### src/rtl/seven_seg_pkg.sv
// Shared seven-segment definitions: segment bit ordering, glyph patterns,
// scan FSM states and the decoded-pattern record.
package seven_seg_pkg;

    // Segment a is the MSB of the 7-bit bus, g the LSB.
    localparam int SEG_BIT_A = 6;
    localparam int SEG_BIT_B = 5;
    localparam int SEG_BIT_C = 4;
    localparam int SEG_BIT_D = 3;
    localparam int SEG_BIT_E = 2;
    localparam int SEG_BIT_F = 1;
    localparam int SEG_BIT_G = 0;

    localparam logic [6:0] SEG_0     = 7'b1111110;
    localparam logic [6:0] SEG_1     = 7'b0110000;
    localparam logic [6:0] SEG_2     = 7'b1101101;
    localparam logic [6:0] SEG_3     = 7'b1111001;
    localparam logic [6:0] SEG_4     = 7'b0110011;
    localparam logic [6:0] SEG_5     = 7'b1011011;
    localparam logic [6:0] SEG_6     = 7'b0011111;
    localparam logic [6:0] SEG_7     = 7'b1110000;
    localparam logic [6:0] SEG_8     = 7'b1111111;
    localparam logic [6:0] SEG_9     = 7'b1110011;
    localparam logic [6:0] SEG_A     = 7'b0001101;
    localparam logic [6:0] SEG_B     = 7'b0011001;
    localparam logic [6:0] SEG_C     = 7'b0100011;
    localparam logic [6:0] SEG_D     = 7'b1001011;
    localparam logic [6:0] SEG_E     = 7'b0001111;
    localparam logic [6:0] SEG_BLANK = 7'b0000000;

    typedef enum logic [1:0] {
        WAIT_SEL,
        SETTLE,
        HELD
    } scan_state_t;

    typedef struct packed {
        logic [3:0] code;
        logic       blank;
        logic       err;
    } seg_decode_t;

endpackage

### src/rtl/seg7_pattern_decode.sv
// Combinational seven-segment pattern to BCD/hex code decoder; dark and
// unrecognised patterns both yield code F, flagged by blank or err.
module seg7_pattern_decode
    import seven_seg_pkg::*;
(
    input  logic [6:0]  i_seg,
    output seg_decode_t o_dec
);

    always_comb begin
        // NOTE: assign every output a default before the case so no path leaves it unassigned (no latch).
        o_dec = '{code: 4'hF, blank: 1'b0, err: 1'b0};
        case (i_seg)
            SEG_0:     o_dec.code = 4'h0;
            SEG_1:     o_dec.code = 4'h1;
            SEG_2:     o_dec.code = 4'h2;
            SEG_3:     o_dec.code = 4'h3;
            SEG_4:     o_dec.code = 4'h4;
            SEG_5:     o_dec.code = 4'h5;
            SEG_6:     o_dec.code = 4'h6;
            SEG_7:     o_dec.code = 4'h7;
            SEG_8:     o_dec.code = 4'h8;
            SEG_9:     o_dec.code = 4'h9;
            SEG_A:     o_dec.code = 4'hA;
            SEG_B:     o_dec.code = 4'hB;
            SEG_C:     o_dec.code = 4'hC;
            SEG_D:     o_dec.code = 4'hD;
            SEG_E:     o_dec.code = 4'hE;
            SEG_BLANK: o_dec.blank = 1'b1;
            default:   o_dec.err = 1'b1;
        endcase
    end

endmodule

### src/rtl/seven_seg_scan_decoder.sv
// Recovers a frame of digit codes from a scanned seven-segment bus: each
// digit is captured after STABLE_CYCLES identical samples, then the full
// frame is offered downstream on a valid/ready handshake.
module seven_seg_scan_decoder
    import seven_seg_pkg::*;
#(
    parameter int DIGITS        = 4,
    parameter int STABLE_CYCLES = 4
) (
    input  logic                  clk,
    input  logic                  rst,
    input  logic [6:0]            seg_i,
    input  logic [DIGITS-1:0]     dig_sel_i,
    output logic                  frame_valid_o,
    input  logic                  frame_ready_i,
    output logic [4*DIGITS-1:0]   frame_code_o,
    output logic [DIGITS-1:0]     frame_blank_o,
    output logic [DIGITS-1:0]     frame_err_o,
    output logic                  overrun_o
);

    scan_state_t               r_state;
    scan_state_t               w_state_next;
    logic [7:0]                r_count;
    logic [7:0]                w_count_next;
    logic [6:0]                r_seg;
    logic [DIGITS-1:0]         r_sel;
    logic                      w_capture;
    logic                      w_changed;
    logic                      w_one_hot;
    seg_decode_t               w_dec;

    seg_decode_t [DIGITS-1:0]  r_slot;
    logic [DIGITS-1:0]         r_mask;
    logic                      w_mask_full;
    logic                      w_load;

    logic                      r_valid;
    logic [4*DIGITS-1:0]       r_code;
    logic [DIGITS-1:0]         r_blank;
    logic [DIGITS-1:0]         r_err;
    logic                      r_overrun;

    // The decoder sees the previous sample; on a capture edge it equals seg_i.
    seg7_pattern_decode u_decode (
        .i_seg (r_seg),
        .o_dec (w_dec)
    );

    assign w_changed = (seg_i != r_seg) || (dig_sel_i != r_sel);
    assign w_one_hot = $onehot(dig_sel_i);

    always_comb begin
        w_state_next = r_state;
        w_count_next = r_count;
        w_capture    = 1'b0;
        if (!w_one_hot) begin
            w_state_next = WAIT_SEL;
            w_count_next = 8'd0;
        end else if (w_changed) begin
            // This edge is the first of the run of identical samples.
            w_state_next = SETTLE;
            w_count_next = 8'd1;
        end else if (r_state == SETTLE) begin
            if (r_count == 8'(STABLE_CYCLES - 1)) begin
                w_capture    = 1'b1;
                w_state_next = HELD;
            end else begin
                w_count_next = r_count + 8'd1;
            end
        end
    end

    always_ff @(posedge clk or posedge rst) begin
        if (rst) begin
            r_state <= WAIT_SEL;
            r_count <= 8'd0;
            r_seg   <= '0;
            r_sel   <= '0;
        end else begin
            // NOTE: sequential state uses non-blocking assignments so every register samples pre-edge values.
            r_state <= w_state_next;
            r_count <= w_count_next;
            r_seg   <= seg_i;
            r_sel   <= dig_sel_i;
        end
    end

    assign w_mask_full = &r_mask;
    assign w_load      = w_mask_full && (!r_valid || frame_ready_i);

    always_ff @(posedge clk or posedge rst) begin
        if (rst) begin
            // NOTE: the slot array is small and its reset contents are observable, so it is cleared like any register.
            r_slot    <= '0;
            r_mask    <= '0;
            r_valid   <= 1'b0;
            r_code    <= '0;
            r_blank   <= '0;
            r_err     <= '0;
            r_overrun <= 1'b0;
        end else begin
            r_overrun <= 1'b0;
            if (w_load) begin
                r_valid <= 1'b1;
                for (int n = 0; n < DIGITS; n++) begin
                    r_code[4*n +: 4] <= r_slot[n].code;
                    r_blank[n]       <= r_slot[n].blank;
                    r_err[n]         <= r_slot[n].err;
                end
            end else if (w_mask_full) begin
                r_overrun <= 1'b1;
            end else if (r_valid && frame_ready_i) begin
                r_valid <= 1'b0;
            end
            // A capture on the completing edge starts the next frame's mask.
            r_mask <= (w_mask_full ? '0 : r_mask) | (w_capture ? r_sel : '0);
            for (int n = 0; n < DIGITS; n++) begin
                if (w_capture && r_sel[n]) begin
                    r_slot[n] <= w_dec;
                end
            end
        end
    end

    assign frame_valid_o = r_valid;
    assign frame_code_o  = r_code;
    assign frame_blank_o = r_blank;
    assign frame_err_o   = r_err;
    assign overrun_o     = r_overrun;

endmodule

### config.mk
export PLATFORM = sky130hd
export DESIGN_NAME = seven_seg_scan_decoder
export DESIGN_NICKNAME = d
export VERILOG_FILES = /design/src/rtl/seven_seg_pkg.sv /design/src/rtl/seg7_pattern_decode.sv /design/src/rtl/seven_seg_scan_decoder.sv
export SDC_FILE = /design/constraint.sdc
export NUM_CORES = 1
export LEC_CHECK = 0
export CAP_MARGIN = 25
export CORE_MARGIN = 2
export CORE_UTILIZATION = 40
export DETAILED_ROUTE_END_ITERATION = 16
export GPL_ROUTABILITY_DRIVEN = 0
export HOLD_SLACK_MARGIN = 0.06
export RECOVER_POWER = 50
export REMOVE_ABC_BUFFERS = 1
export SKIP_CTS_REPAIR_TIMING = 1
export SLEW_MARGIN = 15
export SYNTH_ARGS = -nofsm -noshare
export SYNTH_HDL_FRONTEND = slang
export SYNTH_HIERARCHICAL = 1
export SYNTH_SLANG_ARGS = --single-unit
### constraint.sdc
create_clock -name clk -period 2.8 [get_ports clk]
set_clock_uncertainty 0.1 [all_clocks]
set_input_delay 0.56 -clock clk [delete_from_list [all_inputs] [get_ports clk]]
set_output_delay 0.56 -clock clk [all_outputs]
set_load 0.01 [all_outputs]
==> flow_summary.json, run 1 <==
{
  "antenna_found_initial": 0,
  "cap_violations": 0,
  "chipHeight_um": 97.3,
  "min_path_cells": 2,
  "fmax_mhz": 350,
  "viasPerCell": 5.18,
  "numCtsBuffers": 9,
  "cp-end-kind": "flop",
  "violations": "negative setup slack",
  "route.antenna.remaining_nets": 0,
  "arrival_ns": 2.99,
  "numClockSinks": 75,
  "placement_rows": 34,
  "timing.setup.tns_ns": -0.276,
  "tritoncts": "done",
  "port_buffers": 39,
  "cp-startpoint": "dig_sel_i[3]",
  "htree_levels": 3,
  "cp_num_buf_inv": 4,
  "finalPower_w": 0.00214,
  "grt_overflow": 0,
  "crit_top_cell": "ha_4",
  "ys_types": 54,
  "leakagePower_nw": 1.98,
  "start_util_pct": 40.5,
  "synthToLayoutAreaGrowth_pct": 25.4,
  "avgRoutedWirePerCell_um": 14.9,
  "slew_violations": 0,
  "hold_class": "in2reg",
  "clock_path_buffers": 2,
  "reg2reg_depth": 6,
  "die_w_um": 97.3,
  "start_kind": "primary input",
  "yosysWarnings": 6,
  "required_ns": 2.94,
  "yosysSeqAreaShare_pct": 54.0,
  "ys_ff_latch": 75,
  "hp-start": "dig_sel_i[3]",
  "finalSetupViolCount": 12,
  "cpLargestDelayFamily": "simple AND/OR/NAND/NOR gates",
  "die_area_sq_um": 9460,
  "fin_crit_ns": 2.85,
  "synth_area_sq_um": 3480,
  "gr-usage-all-layers_pct": 15.1,
  "path_cells": "buf_8 -> inv_4 -> fa_1 -> inv_2 -> ha_4 -> ha_4 -> or3b_4 -> nor4_4 -> and4_4 -> buf_6 -> mux2_4",
  "nNetsFinal": 342,
  "pin_count": 40,
  "irDropWorstVdd_uv": 204,
  "wirelength_mm": 6.51,
  "worst-setup-path-type": "in2reg",
  "crit_cells": 11,
  "vias": 2262,
  "stdcell_count": 437,
  "worst_pin_slew_ns": 0.802,
  "cp_max_fo": 4,
  "slew_headroom_pct": 46.5,
  "synthCells": 269,
  "worstSkewPairLatency_ns": 0.35,
  "drt_first_pass_iters": 4,
  "grt_pass1_vias": 2276,
  "ys.flop_type": "dfrtp_1",
  "outcome": "complete, but fails checks",
  "grt_max_degree": 62,
  "drc": 0,
  "core-area_sq_um": 8590,
  "drt-initial-drc-count": 84,
  "r2r_end": "r_slot[8]",
  "layout_setup_ws_ns": -0.0542,
  "hold_violations": 0,
  "grt_first_pass_wirelength_mm": 11.4,
  "cp_slowest_cell": "fa_1",
  "synth-edff-count": 0,
  "rsz0062_at_grt": "yes",
  "num_antenna_cells": 0,
  "ctsRootBufferMaster": "clkbuf_8",
  "post-route-util_pct": 50.8,
  "hold-path-endpoint": "r_sel[3]",
  "r2r_slack_ns": 0.34,
  "fillers": 807,
  "rr_startpoint": "r_count[0]",
  "syn-mean-instance-area_sq_um": 12.9,
  "ys_async_sr_fraction_pct": 100,
  "final_common_cell": "dfrtp_1",
  "clkTransAtPathRegs_ns": 0.08,
  "layout_common_cells": "75 x dfrtp_1, 41 x mux2_2, 26 x clkdlybuf4s50_1",
  "hpwl_mm": 4.62,
  "max_stage_delay_ns": 0.54,
  "powerDensity_nw_per_um2": 492,
  "period_share_pct": 102,
  "dp.cells": 418,
  "drive_above_1_share_pct": 34.3
}
report_power, final:
group	internal [W]	leakage (nW)	total (W)	switching, W
combinational	0.0000790	0.882	0.000180	0.000101
sequential	0.00110	1.01	0.00112	0.0000281
clock	0.000417	0.0962	0.000840	0.000423
total	0.00159	1.98	0.00214	0.000552
worst max-delay path by stage:
| stage | endpoint | slack [ns] |
|---|---|---|
| finish | r_slot[8] | -0.05 |
| global route | r_slot[2] | -0.09 |
| CTS | r_slot[4] | -0.78 |
| detailed placement | r_slot[3] | -1.15 |
| global placement | r_slot[4] | -1.13 |
| floorplan | r_slot[10] | -0.48 |
registers in the layout, summed over array words and instances (netlist names):
name and count:
r_slot 24, r_seg 7, r_state 2, r_count 8
frame_code_o 16, r_sel 4, frame_blank_o 4, r_mask 4
overrun_o 1, frame_valid_o 1, frame_err_o 4
kinds of logic (layout without fill, tap and decap cells):
logic type,Yosys count,in the layout,synth area share (%)
simple gates,79,79,15.3
compound gates,22,22,5.22
mux,49,49,15.8
xor+xnor,19,19,4.78
fa+ha+maj,4,4,1.65
flops,75,75,54.0
buf+inv,21,81,3.27
area by class of cell:
class	count	area (sq um)	area share, %
clock inverters	7	76.3	1.75
repair buffers	58	542	12.4
multi-input cells	173	1580	36.2
inverters	7	28.8	0.660
flip-flops and latches	75	1880	43.0
well taps	108	135	3.10
clock buffers	9	124	2.84
Yosys cell counts (all sizes together) (2+ instances only):
cell type   n  area (sq um)
ha          3          37.5
xor2       17           149
and3        3          18.8
nor4        7           101
nor2b       3          26.3
nand3b      4          30.0
o21ai       2          10.0
a21oi       6          33.8
or3         3          18.8
nand4       9          83.8
dfrtp      75          1880
buf         7          57.6
clkbuf      7          30.0
nand2      16          60.1
and2        2          15.0
nand2b      2          12.5
inv         7          26.3
o211ai      3          37.5
nand3       5          25.0
nor2       15          56.3
mux2       48           541
xnor2       2          17.5
nor3        4          25.0
stage by stage:
step,hold slack [ns],cell area (sq um),worst slack [ns]
after global placement,0.356,4050,-1.13
after floorplan,0.338,3390,-0.480
final,0.319,4360,-0.0542
after detailed placement,0.357,4050,-1.15
after CTS,0.377,4250,-0.777
after global routing,0.309,4360,-0.0895
metal layers:
metal,GRT usage [%],share of wire [%],vias to the layer above
met5,0,0,-
met4,6.73,1.8,0
met3,2.88,3.4,10
met2,23.6,49,46
met1,20.5,46,1140
li1,-,-,1066
Power figures use the tool's default switching activity.
==> run 2, diff against run 1 <==
- DONT_BUFFER_PORTS: default -> 1
==> run 2 against run 1 <==
The run now ends clean. Total power decreased by 0.89%. Worst setup slack better by 0.11 ns. Count of clock-buffer cells in the layout grew 1. Critical path depth down 1. Die area is the same. Wire length shrank 2.5%. Core utilization is 4.9 points lower. Via count is 8.7% lower.
==> flow_summary.json, run 2 (synthesized netlist as in run 1, its figures left out) <==
{
  "fin_crit_ns": 2.74,
  "cp-end-kind": "flop",
  "start_util_pct": 40.5,
  "tritoncts": "done",
  "pin_count": 40,
  "slew_violations": 0,
  "fillers": 774,
  "nNetsFinal": 300,
  "wirelength_mm": 6.35,
  "placement_rows": 34,
  "grt_first_pass_wirelength_mm": 10.7,
  "irDropWorstVdd_uv": 328,
  "regMostFlops": "r_slot",
  "hpwl_mm": 4.50,
  "required_ns": 2.93,
  "die_area_sq_um": 9460,
  "period_share_pct": 97.9,
  "cap_violations": 0,
  "final_common_cell": "dfrtp_1",
  "crit_cells": 10,
  "cpLargestDelayFamily": "adder cells",
  "start_kind": "primary input",
  "leakagePower_nw": 1.84,
  "drt_first_pass_iters": 4,
  "powerDensity_nw_per_um2": 540,
  "htree_levels": 3,
  "drive_above_1_share_pct": 33.6,
  "drt-initial-drc-count": 107,
  "cp-endpoint": "r_slot[9]",
  "chipHeight_um": 97.3,
  "worst_pin_slew_ns": 1.09,
  "gr-usage-all-layers_pct": 14.1,
  "grt_overflow": 0,
  "hold_violations": 0,
  "cp_num_buf_inv": 3,
  "numClockSinks": 75,
  "numCtsBuffers": 9,
  "min_path_cells": 0,
  "port_buffers": 0,
  "vias": 2066,
  "rr_startpoint": "r_count[0]",
  "hold_class": "in2reg",
  "route.antenna.remaining_nets": 0,
  "ctsRootBufferMaster": "clkbuf_8",
  "r2r_end": "r_slot[9]",
  "path_cells": "inv_2 -> fa_1 -> inv_2 -> ha_4 -> ha_4 -> or3b_4 -> nor4_4 -> and4_1 -> buf_12 -> mux2_1",
  "num_antenna_cells": 0,
  "outcome": "finished, final reports clean",
  "layout_setup_ws_ns": 0.0599,
  "worst-setup-path-type": "in2reg",
  "arrival_ns": 2.87,
  "cp_slowest_cell": "fa_1",
  "reg2reg_depth": 6,
  "max_stage_delay_ns": 0.54,
  "worstSkewPairLatency_ns": 0.35,
  "r2r_slack_ns": 0.35,
  "hold_slack_ns": 0.126,
  "fmax_mhz": 365,
  "clock_path_buffers": 2,
  "cp_max_fo": 7,
  "die_w_um": 97.3,
  "viasPerCell": 5.24,
  "cp-startpoint": "dig_sel_i[3]",
  "finalSetupViolCount": 0,
  "avgRoutedWirePerCell_um": 16.1,
  "largest_register_ffs": 24,
  "drc": 0,
  "grt_max_degree": 42,
  "core-area_sq_um": 8590,
  "pre_cts_ws_ns": -0.600,
  "layout_common_cells": "75 x dfrtp_1, 41 x mux2_2, 17 x xor2_1",
  "clkTransAtPathRegs_ns": 0.09,
  "slew_headroom_pct": 27.2,
  "antenna_found_initial": 0,
  "grt_pass1_vias": 2088,
  "synthToLayoutAreaGrowth_pct": 13.2
}
## run 2: routing by layer
layer	wire [um]	part of all wire, %	up-vias	track usage (%)
li1	-	-	985	-
met1	2950	46	1028	17.9
met2	2970	47	44	22.5
met3	320	5.0	9	4.75
met4	104	1.6	0	5.45
met5	0	0	-	0
## run 2: worst min path at each step
stage	startpoint	end
final	seg_i[6]	r_seg[6]
after global placement	r_mask[3]	r_mask[3]
after floorplan	r_mask[2]	r_mask[2]
after detailed placement	r_mask[3]	r_mask[3]
after CTS	dig_sel_i[0]	r_sel[0]
after global routing	dig_sel_i[0]	r_sel[0]
## run 2: layout make-up
class / instances / area, sq um / area share, %
clock buffer: 10 / 138 / 3.49
clock inverter: 5 / 61.3 / 1.56
inverter: 7 / 26.3 / 0.667
multi-input combinational: 173 / 1550 / 39.5
sequential: 75 / 1880 / 47.6
tap: 108 / 135 / 3.43
timing repair buffer: 16 / 148 / 3.75
## run 2: metrics by stage
step           instances  utilization [%]  power, W  area (sq um)  setup TNS, ns
2_1_floorplan        255                -   0.00124          3390         -10.17
3_3_place_gp         376             42.5   0.00129          3650         -14.03
3_5_place_dp         376             42.5   0.00129          3650         -14.50
4_1_cts              391             44.8   0.00214          3850          -3.65
5_1_grt              394             45.8   0.00222          3940       -0.00822
6_report             394             45.8   0.00213          3940              0
## run 2: report_power, final
part / total (W) / leakage [nW] / switching (W) / internal (W)
Sequential: 0.00112 / 1.01 / 0.0000275 / 0.00110
Clock: 0.000841 / 0.103 / 0.000403 / 0.000437
Combinational: 0.000161 / 0.729 / 0.0000934 / 0.0000677
Total: 0.00213 / 1.84 / 0.000524 / 0.00160
==> edit 1: new RTL, flow settings as in run 1 <==
Change the parameter `DIGITS` from 4 to 6.
--- a/src/rtl/seven_seg_scan_decoder.sv
+++ b/src/rtl/seven_seg_scan_decoder.sv
@@ -4,7 +4,7 @@
 module seven_seg_scan_decoder
     import seven_seg_pkg::*;
 #(
-    parameter int DIGITS        = 4,
+    parameter int DIGITS        = 6,
     parameter int STABLE_CYCLES = 4
 ) (
     input  logic                  clk,
Interface: changed (resized dig_sel_i, frame_blank_o, frame_code_o and frame_err_o); port bits go from 40 to 54. No check against the original RTL was run, so the function may have changed too.
==> edit 1 against run 1 <==
- largest cell class unchanged
- critical endpoint is now r_slot[2]
- sequential cell count grew 28
- routed wire length rose by 35%
- area after synthesis rose by 33%
- fmax down 21%
- total power increased by 40%
- the flow still finishes with violations (negative setup slack)
- setup slack got worse by 0.75 ns
- highest routed layer unchanged
- hold slack improved by 0.0049 ns
- design area increased by 32%
==> edit 1: results (changes against run 1) <==
.. list-table::
   :header-rows: 1

   * - Metric
     - Value
   * - Clock latency on the worst-skew pair
     - 0.34 ns
   * - Met1 demand-to-capacity share in global routing
     - 21.0% (+0.52 points)
   * - Proportion of synthesized flip-flops having asynchronous set or reset
     - 100% (unchanged)
   * - Antenna violations before repair
     - 0 (unchanged)
   * - Gate count of the mapped netlist
     - 326 (+21%)
   * - Pre-CTS setup slack
     - -1.60 ns (-0.442 ns)
   * - Count of unresolved DRC violations after routing
     - 0 (unchanged)
   * - Fin cells
     - 540 (+24%)
   * - Clock root buffer master
     - clkbuf_16
   * - Met2 routing resource usage after global routing
     - 24.1% (+0.51 points)
   * - Largest net degree at the start of global routing
     - 44 (-29%)
   * - Number of antenna cells inserted
     - 0 (unchanged)
   * - Vias/cell
     - 4.99 (-3.5%)
   * - Failing checks
     - negative setup slack
   * - Switching share of power
     - 23.4% (-2.3 points)
   * - Initial detailed-routing violation count
     - 113 (+35%)
   * - Leakage power
     - 2.70 nW (+36%)
   * - Placed Cells incl. Taps
     - 525 (+26%)
   * - Vias in the first global route
     - 2822 (+24%)
   * - Hold slack final
     - 0.324 ns (+0.00486 ns)
   * - Placed cell areas
     - 5450 um^2 (+34%)
   * - Met3 Usage GRT
     - 3.97% (+1.1 points)
   * - DPL Wire Length
     - 6290 um (+36%)
   * - Gr usage total
     - 15.2% (+0.16 points)
   * - Final setup viols
     - 42 (+30)
   * - Largest register FFs
     - 36 (+50%)
   * - Worst reg-to-reg setup slack
     - 0.48 ns (+0.14 ns)
   * - Final setup slack of the worst path
     - -0.805 ns (-0.751 ns)
   * - Critical path's largest stage delay
     - 0.49 ns (-0.05 ns)
   * - Wire length of the first global-routing pass
     - 14900 um (+31%)
   * - Clock edge transition at the registers on the reported setup and hold paths
     - 0.07 ns
   * - Clock tree buffer depth
     - 2 (unchanged)
   * - Run status
     - complete, but fails checks
   * - Top post-synthesis cells by count
     - dfrtp_1 (103), mux2_4 (36), mux2_2 (26), nor2_1 (17), xnor2_1 (16)
   * - Distinct cells, synth
     - 50 (-7.4%)
   * - Maximum vdd ir drop
     - 0.257 mV (+26%)
   * - Biggest fanout along the worst timing path
     - 7 (+3)
   * - First-pass iteration count of the detailed router
     - 4 (unchanged)
   * - Number of warnings issued by yosys
     - 6 (unchanged)
   * - Setup Total Neg Slack
     - -30.87 ns (-30.59 ns)
   * - Shortest period the worst path allows
     - 3.60 ns (+0.751 ns)
   * - Ratio of cells with drive above 1 in the final layout
     - 33.0% (-1.3 points)
   * - Top area cells in the synthesized netlist
     - dfrtp_1 (56%), mux2_4 (12%), mux2_2 (6.3%)
   * - Relative slew slack
     - 57.3% (+11 points)
   * - Portion of the post-synthesis area used by sequential elements
     - 55.8% (+1.8 points)
   * - Number of nets in the layout
     - 413 (+21%)
   * - Data arrival time of the critical path
     - 3.73 ns (+0.74 ns)
   * - Post-DR wirelength/cell
     - 16.3 um (+9.4%)
   * - Count of buffers inserted at the top-level ports
     - 53 (+36%)
## edit 1: per-layer routing
layer | wire [um] | share of wire (%)
met4 | 80 | 0.91
met3 | 369 | 4.2
met2 | 4110 | 47
met5 | 0 | 0
met1 | 4240 | 48
## edit 1: layout make-up
| cell class | count | area [um^2] |
|---|---|---|
| clock buffer | 9 | 225 |
| clock inverter | 7 | 80.1 |
| fill | 1017 | 5590 |
| inverter | 10 | 40.0 |
| multi-input combinational | 197 | 1940 |
| sequential | 103 | 2580 |
| tap | 143 | 179 |
| timing repair buffer | 71 | 734 |
## edit 1: logic make-up (layout without fill, tap and decap cells)
kind of cell    after synthesis  after routing  synth area share [%]
buf+inv                      26             97                  3.71
compound gates               24             24                  4.47
fa+ha+maj                     5              5                  1.84
xor+xnor                     22             22                  4.17
flops                       103            103                  55.8
mux                          73             73                  20.7
simple gates                 73             73                  9.34
## edit 1: final timing paths
path                              start                to  cells after the start
setup reg to reg               r_seg[3]         r_slot[2]                      6
hold reg to reg               r_mask[1]         r_mask[1]                      1
max in group asynchronous           rst  frame_code_o[18]                      3
setup / recovery           dig_sel_i[3]         r_slot[2]                     13
hold / removal             dig_sel_i[3]          r_sel[3]                      2
min in group asynchronous           rst        r_slot[10]                      2
## edit 1: power groups by stage
stage	Clock [W]	Sequential, W	Combinational (W)
after floorplan	0	0.00155	0.000129
after global placement	0	0.00156	0.000196
after detailed placement	0	0.00156	0.000198
after CTS	0.00131	0.00153	0.000200
after global routing	0.00139	0.00153	0.000230
final	0.00127	0.00153	0.000204
## edit 1: critical path, delay by kind of cell
family                     cells  cell delay (ns)
buffers and inverters          4             0.28
muxes                          1             0.30
and+or+nand+nor                4             0.97
adders and majority gates      4             1.61
==> edit 2: new RTL, config.mk and constraints of run 1 <==
Without the edit above. The 3 states of `scan_state_t` get a one-hot encoding in 3 bits.
--- a/src/rtl/seven_seg_pkg.sv
+++ b/src/rtl/seven_seg_pkg.sv
@@ -28,10 +28,10 @@
     localparam logic [6:0] SEG_E     = 7'b0001111;
     localparam logic [6:0] SEG_BLANK = 7'b0000000;
 
-    typedef enum logic [1:0] {
-        WAIT_SEL,
-        SETTLE,
-        HELD
+    typedef enum logic [2:0] {
+        WAIT_SEL = 3'b001,
+        SETTLE   = 3'b010,
+        HELD     = 3'b100
     } scan_state_t;
 
     typedef struct packed {
Check against the original RTL: no difference found for any inputs over 10 cycles, from zero or initial values and one cycle with rst high; not proved beyond that.
==> edit 2 against run 1 <==
- design area fell by 1.6%
- area after synthesis rose by 0.68%
- setup slack improved by 0.17 ns
- sequential cell count rose by 1
- routed wire length rose by 0.11%
- total power fell by 4.0%
- critical endpoint is now r_slot[3]
- largest cell class unchanged
==> edit 2: results (changes against run 1) <==
.. list-table::
   :header-rows: 1

   * - Metric
     - Value
   * - Run status
     - finished, final reports clean
   * - Fin cells
     - 427 (-2.3%)
   * - Top post-synthesis cells by count
     - dfrtp_1 (75), mux2_2 (24), mux2_4 (24), nor2_1 (18), xnor2_1 (11)
   * - Hold slack final
     - 0.360 ns (+0.0405 ns)
   * - Placed cell areas
     - 4100 um^2 (+1.2%)
   * - Number of nets in the layout
     - 332 (-2.9%)
   * - Largest net degree at the start of global routing
     - 53 (-15%)
   * - Share of the synthesized area in compound gates (AO/OA/AOI/OAI)
     - 5.68% (+0.46 points)
   * - Capture point of the critical path
     - r_slot[3]
   * - Critical path's slowest cell
     - dlygate4sd3_1
   * - Critical path's largest stage delay
     - 0.57 ns (+0.03 ns)
   * - Origin of the worst setup path
     - seg_i[4]
   * - Shortest period the worst path allows
     - 2.69 ns (-0.167 ns)
   * - Detailed Route WL
     - 6510 um (+0.11%)
   * - Vias in the first global route
     - 2216 (-2.6%)
   * - Leakage power
     - 1.95 nW (-1.7%)
   * - Startpoint of the lowest-slack register-to-register path
     - r_seg[4]
   * - Wire length of the first global-routing pass
     - 11200 um (-1.6%)
   * - Wire length on met2
     - 3060 um (-4.4%)
   * - Worst reg-to-reg setup slack
     - 0.32 ns (-0.02 ns)
   * - DPL Wire Length
     - 4570 um (-1.0%)
   * - Portion of the post-synthesis area used by sequential elements
     - 54.3% (+0.38 points)
   * - Met3 WL post-DR
     - 253 um (+16%)
   * - Wire length on met1
     - 3080 um (+4.0%)
   * - Gr usage total
     - 14.8% (-0.23 points)
   * - Biggest fanout along the worst timing path
     - 7 (+3)
   * - Distinct cells, synth
     - 51 (-5.6%)
   * - Maximum vdd ir drop
     - 0.211 mV (+3.6%)
   * - Capture endpoint of the worst hold path
     - r_sel[0]
   * - Met1 demand-to-capacity share in global routing
     - 19.5% (-0.93 points)
==> edit 2: cell count changes after synthesis, sizes merged, moves of 4 or more <==
| cell | before | now |
|---|---|---|
| a21o | 1 | 5 |
| nand3b | 4 | 0 |
| xor2 | 17 | 9 |
| xnor2 | 2 | 11 |
| nand2 | 16 | 9 |
| nor4 | 7 | 2 |
==> edit 2: power by group <==
part           switching [W]  total (W)  leakage [nW]  internal (W)
Combinational      0.0000847   0.000148         0.831     0.0000637
Clock               0.000441   0.000773        0.0870      0.000332
Sequential         0.0000216    0.00114          1.03       0.00111
==> edit 2: cell type report <==
class                           count  area [um^2]
Inverter                            7         26.3
Fill cell                         766         4300
Tap cell                          108          135
Sequential cell                    76         1900
Clock inverter                      7         55.1
Timing Repair Buffer               54          546
Clock buffer                        9          124
Multi-Input combinational cell    166         1500
==> edit 2: worst register-to-register path: stages (launching register included) <==
cell and delay [ns]:
dfrtp_1 0.51, xor2_1 0.22, or4b_1 0.54, nor4_4 0.31, and3_4 0.26, buf_12 0.13, mux2_4 0.29
